### src/rtl/mux_4_to_1_rr.sv
`default_nettype none
// ============================================================================
// Module   : mux_4_to_1_rr
// Purpose  : Four-channel valid/ready round-robin merge into one registered
//            output stream tagged with its source channel.
// Revision : 1.0
// ============================================================================
module mux_4_to_1_rr #(
  parameter int WIDTH = 8
) (
  input  logic               clk,
  input  logic               rst_n,
  input  logic [3:0]         in_valid,
  input  logic [4*WIDTH-1:0] in_data,
  output logic [3:0]         in_ready,
  output logic               out_valid,
  output logic [WIDTH-1:0]   out_data,
  output logic [1:0]         out_sel,
  input  logic               out_ready
);

  logic             r_valid;
  logic [WIDTH-1:0] r_data;
  logic [1:0]       r_sel;
  logic [1:0]       r_ptr;

  logic             w_free;
  logic             w_any;
  logic             w_grant;
  logic [1:0]       w_win;
  logic [1:0]       w_idx;

  assign w_free = !r_valid || out_ready;

  // Scanning from the far end back toward ptr leaves the nearest requester in w_win.
  always_comb begin
    w_win = 2'd0;
    w_any = 1'b0;
    w_idx = 2'd0;
    for (int k = 3; k >= 0; k--) begin
      w_idx = r_ptr + 2'(k);
      if (in_valid[w_idx]) begin
        w_win = w_idx;
        w_any = 1'b1;
      end
    end
  end

  assign w_grant  = rst_n && w_free && w_any;
  assign in_ready = w_grant ? (4'b0001 << w_win) : 4'b0000;

  always_ff @(posedge clk) begin
    if (!rst_n) begin
      r_valid <= 1'b0;
      r_data  <= '0;
      r_sel   <= 2'd0;
      r_ptr   <= 2'd0;
    end else if (w_grant) begin
      r_valid <= 1'b1;
      r_data  <= in_data[w_win*WIDTH +: WIDTH];
      r_sel   <= w_win;
      r_ptr   <= w_win + 2'd1;
    end else if (out_ready) begin
      r_valid <= 1'b0;
    end
  end

  assign out_valid = r_valid;
  assign out_data  = r_data;
  assign out_sel   = r_sel;

  // A waiting requester must keep valid high with unchanged data until granted.
  generate
    for (genvar gi = 0; gi < 4; gi++) begin : g_in_proto
      a_hold : assert property (@(posedge clk) disable iff (!rst_n)
        (in_valid[gi] && !in_ready[gi]) |=>
        (in_valid[gi] && $stable(in_data[gi*WIDTH +: WIDTH])));
    end
  endgenerate

endmodule
`default_nettype wire

### config.mk
export PLATFORM = sky130hd
export DESIGN_NAME = mux_4_to_1_rr
export DESIGN_NICKNAME = d
export VERILOG_FILES = /design/src/rtl/mux_4_to_1_rr.sv
export SDC_FILE = /design/constraint.sdc
export NUM_CORES = 1
export LEC_CHECK = 0
export ABC_AREA = 1
export CAP_MARGIN = 5
export CORE_MARGIN = 1
export CORE_UTILIZATION = 40
export CTS_CLUSTER_SIZE = 28
export DETAILED_ROUTE_END_ITERATION = 8
export GPL_TIMING_DRIVEN = 0
export MAX_ROUTING_LAYER = met4
export PLACE_DENSITY_LB_ADDON = 0.15
export SLEW_MARGIN = 15
export SYNTH_ARGS = -nofsm -noshare
export SYNTH_HDL_FRONTEND = slang
export SYNTH_SLANG_ARGS = --single-unit
### constraint.sdc
create_clock -name clk -period 4.2 [get_ports clk]
set_clock_uncertainty 0.2 [all_clocks]
set_input_delay 0.84 -clock clk [delete_from_list [all_inputs] [get_ports clk]]
set_output_delay 0.84 -clock clk [all_outputs]
set_load 0.005 [all_outputs]
==> results.json, run 1 <==
{
  "status": "finished clean",
  "drv_cap": 0,
  "syn_area_um2": 1070,
  "async_flop_share_pct": 0,
  "htree_levels": 1,
  "synth.area.top_cells": "dfxtp_1, nand3_1, nand2_1, nand2_2, inv_1",
  "max_freq_mhz": 251,
  "p_per_area_nw_per_um2": 707,
  "tns_ns": 0,
  "fp.coreArea_um2": 2500,
  "port_buffers": 53,
  "timing.final.crit_share_pct": 94.9,
  "finalHoldViolCount": 0,
  "end_kind": "output port",
  "cts_buffers": 3,
  "cts_tree": "done",
  "grt_max_degree": 11,
  "tightest_slew_ns": 0.346,
  "fp.dieArea_um2": 2890,
  "die_h_um": 53.8,
  "cts_resized": 0,
  "gr-usage-all-layers_pct": 23.6,
  "area_growth_syn_to_layout_pct": 55.5,
  "maxSlewHeadroom_pct": 76.7,
  "start_util_pct": 42.9,
  "synth_edf_count": 0,
  "irDropWorstVdd_mv": 0.388,
  "hold_buffers": 0,
  "drive_above_1_share_pct": 17.6,
  "synth_flop_cell": "dfxtp_1",
  "clock_latency_ns": 0.28,
  "drv_slew": 0,
  "drc_errors": 0,
  "arrival_ns": 2.94,
  "synth_common_cells": "nand3_1, nand2_1, inv_1",
  "rsz0062_at_grt": "false",
  "fp-row-count": 18,
  "routabilityCongestion": 0.801,
  "yosysWarningCount": 0,
  "post_cts_buffers": 0,
  "cts_buffer_depth": 2,
  "worstSetupPathType": "input port to output port",
  "antenna_found_initial": 0,
  "grt_first_pass_wirelength_um": 4810,
  "synth_top_area_cell": "dfxtp_1",
  "cp.required_ns": 3.16,
  "synth_nets": 204,
  "cp_max_fo": 10,
  "viasPerCell": 5.11,
  "cp-start-kind": "input port",
  "nets": 262,
  "ys_seq_area_share_pct": 24.3,
  "holdWs_ns": 0.272,
  "syn-instance-count": 165,
  "yosysTopAreaCellShare_pct": 24.3,
  "wl_per_cell_um": 12.0,
  "fill_cells": 232,
  "final_antenna_net_count": 0,
  "synth.most_common_cell": "nand3_1",
  "avgSynthCellArea_um2": 6.50,
  "root_buffer": "clkbuf_4",
  "hp-class": "flip-flop to flip-flop",
  "cts.sinks": 13,
  "grt_overflow_total": 0,
  "final.min_clock_period_ns": 3.98,
  "vias": 1287,
  "total_leakage_power_uw": 0.000774,
  "drtIter0Drc": 33,
  "drtPass1Iterations": 5,
  "wl_um": 3010,
  "dp.final_hpwl_um": 2420,
  "ioPinCount": 54,
  "die_w_um": 53.8,
  "grt_pass1_vias": 1184,
  "clk_pin_slew_ns": 0.08,
  "antenna_cells": 0,
  "ys_seq_elements": 13,
  "setup-violations-final": 0,
  "ys_types": 22
}
==> worst paths after layout <==
check	from	slack, ns	depth (start not counted)	to
setup / recovery	in_valid[1]	0.22	11	in_ready[3]
hold / removal	out_sel[0]$_SDFFE_PN0P_	0.27	2	out_sel[0]$_SDFFE_PN0P_
setup reg to reg	r_ptr[0]$_SDFFE_PN0P_	2.13	13	out_data[4]$_SDFFE_PN0P_
hold reg to reg	out_sel[0]$_SDFFE_PN0P_	0.27	2	out_sel[0]$_SDFFE_PN0P_
==> final cells by class <==
type	instances	area (µm²)	area share, %
tap	30	37.5	2.25
buffer	9	73.8	4.43
timing repair buffer	53	531	31.8
sequential	13	260	15.6
multi-input combinational	128	682	40.9
inverter	15	56.3	3.38
clock buffer	3	22.5	1.35
clock inverter	1	5.00	0.300
==> state kept, by name, summed over array words and instances (netlist names) <==
name       count
r_ptr          2
out_data       8
out_sel        2
out_valid      1
==> cell usage in the layout, fill, tap and decap left out <==
cell             netlist  routed
clkdlybuf4s50_1        0      53
nand3_1               52      52
nand2_1               39      39
inv_1                 14      14
dfxtp_1               13      13
nand2_2               12      12
nand3_2                5       5
nor2_1                 4       4
buf_2                  4       4
buf_4                  3       3
o21ai_0                4       3
clkbuf_4               0       3
o21ai_2                2       2
o21ai_1                1       2
nand2_4                2       2
nand3_4                2       2
buf_6                  1       1
inv_2                  1       1
nor2_2                 1       1
and2_1                 1       1
nor2_4                 1       1
nand4_1                1       1
buf_12                 1       1
a21oi_1                1       1
clkinv_2               0       1
==> power by group <==
part | total (µW) | internal (µW) | switching (µW) | leakage (µW)
clock | 77.7 | 35.3 | 42.4 | 0.0000177
combinational | 891 | 390 | 501 | 0.000648
sequential | 211 | 173 | 38.6 | 0.000108
total | 1180 | 597 | 582 | 0.000774
==> cells by family (layout without fill, tap and decap cells) <==
logic type,count (synthesis),in the layout,share of synthesized area (%)
DFF,13,13,24.3
buffers and inverters,24,81,12.1
AOI/OAI and AO/OA,8,8,4.43
and+or+nand+nor,120,120,59.2
==> critical path, cell delays in order <==
cell	delay, ns
clkdlybuf4s50_1	0.52
inv_1	0.08
o21ai_2	0.14
nor2_1	0.09
nor2_2	0.13
nand3_4	0.15
nand2_4	0.16
buf_12	0.16
nand2_1	0.07
nor2_1	0.10
clkdlybuf4s50_1	0.51
==> per-stage QoR <==
stage	util [%]	total power, µW	area [µm²]	setup slack [ns]	instances
after global routing	66.7	1290	1670	0.0314	252
after detailed placement	65.6	1100	1640	0.169	248
final	66.7	1180	1670	0.215	252
after global placement	65.6	1070	1640	0.212	248
after CTS	66.7	1180	1670	0.165	252
after floorplan	-	833	1070	1.33	165
==> per-layer routing <==
layer | track usage (%) | share of wire [%] | vias up
li1 | - | - | 659
met1 | 25.4 | 43 | 571
met2 | 44.2 | 51 | 51
met3 | 4.24 | 5.0 | 6
met4 | 4.82 | 1.4 | 0
met5 | - | 0 | -
Power figures use the tool's default switching activity.
==> run 2, diff against run 1 <==
- PLACE_DENSITY: not set -> 0.8
- PLACE_DENSITY_LB_ADDON: 0.15 -> not set
==> results.json, run 2 (synthesized netlist as in run 1, its figures left out) <==
{
  "final.min_clock_period_ns": 4.03,
  "routabilityCongestion": 0.785,
  "arrival_ns": 2.99,
  "cts_buffers": 3,
  "cts_resized": 0,
  "worst-r2r-setup-slack_ns": 2.09,
  "grt_first_pass_wirelength_um": 4970,
  "maxSlewHeadroom_pct": 76.2,
  "drv_slew": 0,
  "max_freq_mhz": 248,
  "grt_max_degree": 11,
  "viasPerCell": 5.27,
  "port_buffers": 53,
  "htree_levels": 1,
  "drc_errors": 0,
  "grt_pass1_vias": 1223,
  "vias": 1329,
  "tns_ns": 0,
  "drtPass1Iterations": 4,
  "cp-start-kind": "input port",
  "ioPinCount": 54,
  "antenna_found_initial": 0,
  "clk_pin_slew_ns": 0.09,
  "rsz0062_at_grt": "false",
  "wl_um": 3190,
  "grt_overflow_total": 0,
  "fp.dieArea_um2": 2890,
  "drive_above_1_share_pct": 17.1,
  "start_util_pct": 42.9,
  "drtIter0Drc": 57,
  "cp.required_ns": 3.16,
  "total_power_uw": 1200,
  "cts_tree": "done",
  "antenna_cells": 0,
  "cts.sinks": 13,
  "root_buffer": "clkbuf_4",
  "irDropWorstVdd_mv": 0.423,
  "timing.final.crit_share_pct": 95.9,
  "final_cell_mix": "clkdlybuf4s50_1, nand3_1, nand2_1",
  "pre_cts_slack_ns": 0.177,
  "fill_cells": 225,
  "largest_register_ffs": 8,
  "final_antenna_net_count": 0,
  "status": "finished clean",
  "p_per_area_nw_per_um2": 721,
  "cts_buffer_depth": 2,
  "dp.final_hpwl_um": 2490,
  "worstSetupPathType": "input port to output port",
  "gr-usage-all-layers_pct": 24.8,
  "area_growth_syn_to_layout_pct": 55.4,
  "drv_cap": 0,
  "wl_per_cell_um": 12.7,
  "post_cts_buffers": 0,
  "end_kind": "output port",
  "tightest_slew_ns": 0.353,
  "hold_buffers": 0,
  "nets": 262,
  "setup_slack_ns": 0.172,
  "die_h_um": 53.8,
  "total_leakage_power_uw": 0.000771,
  "fp.coreArea_um2": 2500,
  "cp_max_fo": 10,
  "final_common_cell": "clkdlybuf4s50_1",
  "fp-row-count": 18,
  "finalHoldViolCount": 0,
  "setup-violations-final": 0,
  "clock_latency_ns": 0.28,
  "hp-class": "flip-flop to flip-flop",
  "die_w_um": 53.8
}
run 2: changes by cell type in the layout (fill, tap and decap cells not counted):
cell | before | now
clkinv_2 | 1 | 0
clkbuf_1 | 0 | 1
run 2: power breakdown:
group | leakage (µW) | switching [µW] | internal [µW] | total [µW]
clock network | 0.0000150 | 47.0 | 36.9 | 84.0
registers | 0.000108 | 37.8 | 172 | 210
logic | 0.000648 | 519 | 390 | 908
total | 0.000771 | 603 | 599 | 1200
run 2: metrics by stage:
step / cells / instance area [µm²] / utilization [%] / hold WS (ns)
global route: 252 / 1670 / 66.7 / 0.294
CTS: 252 / 1670 / 66.7 / 0.276
finish: 252 / 1670 / 66.7 / 0.274
global placement: 248 / 1640 / 65.6 / 0.261
detailed placement: 248 / 1640 / 65.6 / 0.262
floorplan: 165 / 1070 / - / 0.264
run 2: per-layer routing:
layer  share of wire, %  GRT usage, %  vias up  wire (µm)
met4                3.0          11.0        0         95
met3                7.6          5.37       10        242
met1                 41          25.4      589       1320
li1                   -             -      658          -
met2                 48          44.9       72       1530
met5                  0             -        -          0
run 2: final cells by class:
| cell class | instances | area (µm²) | share of cell area (%) |
|---|---|---|---|
| buffer | 9 | 73.8 | 4.43 |
| sequential | 13 | 260 | 15.6 |
| tap | 30 | 37.5 | 2.25 |
| clock buffer | 4 | 26.3 | 1.58 |
| inverter | 15 | 56.3 | 3.38 |
| timing repair buffer | 53 | 531 | 31.8 |
| multi-input combinational | 128 | 682 | 40.9 |
run 2: path summary, 6_finish.rpt:
path,startpoint,cells past startpoint,to
hold reg to reg,out_data[3]$_SDFFE_PN0P_,2,out_data[3]$_SDFFE_PN0P_
setup / recovery,in_valid[0],13,in_ready[3]
hold / removal,out_data[3]$_SDFFE_PN0P_,2,out_data[3]$_SDFFE_PN0P_
setup reg to reg,r_ptr[0]$_SDFFE_PN0P_,13,out_data[0]$_SDFFE_PN0P_
run 2: critical path, cell delays in order:
cell	delay, ns
clkdlybuf4s50_1	0.50
inv_1	0.07
o21ai_1	0.19
nand2_1	0.11
nand2_1	0.09
inv_2	0.05
nand2_2	0.08
nand2_4	0.09
nand2_4	0.14
buf_12	0.16
nand2_1	0.07
nor2_1	0.10
clkdlybuf4s50_1	0.50
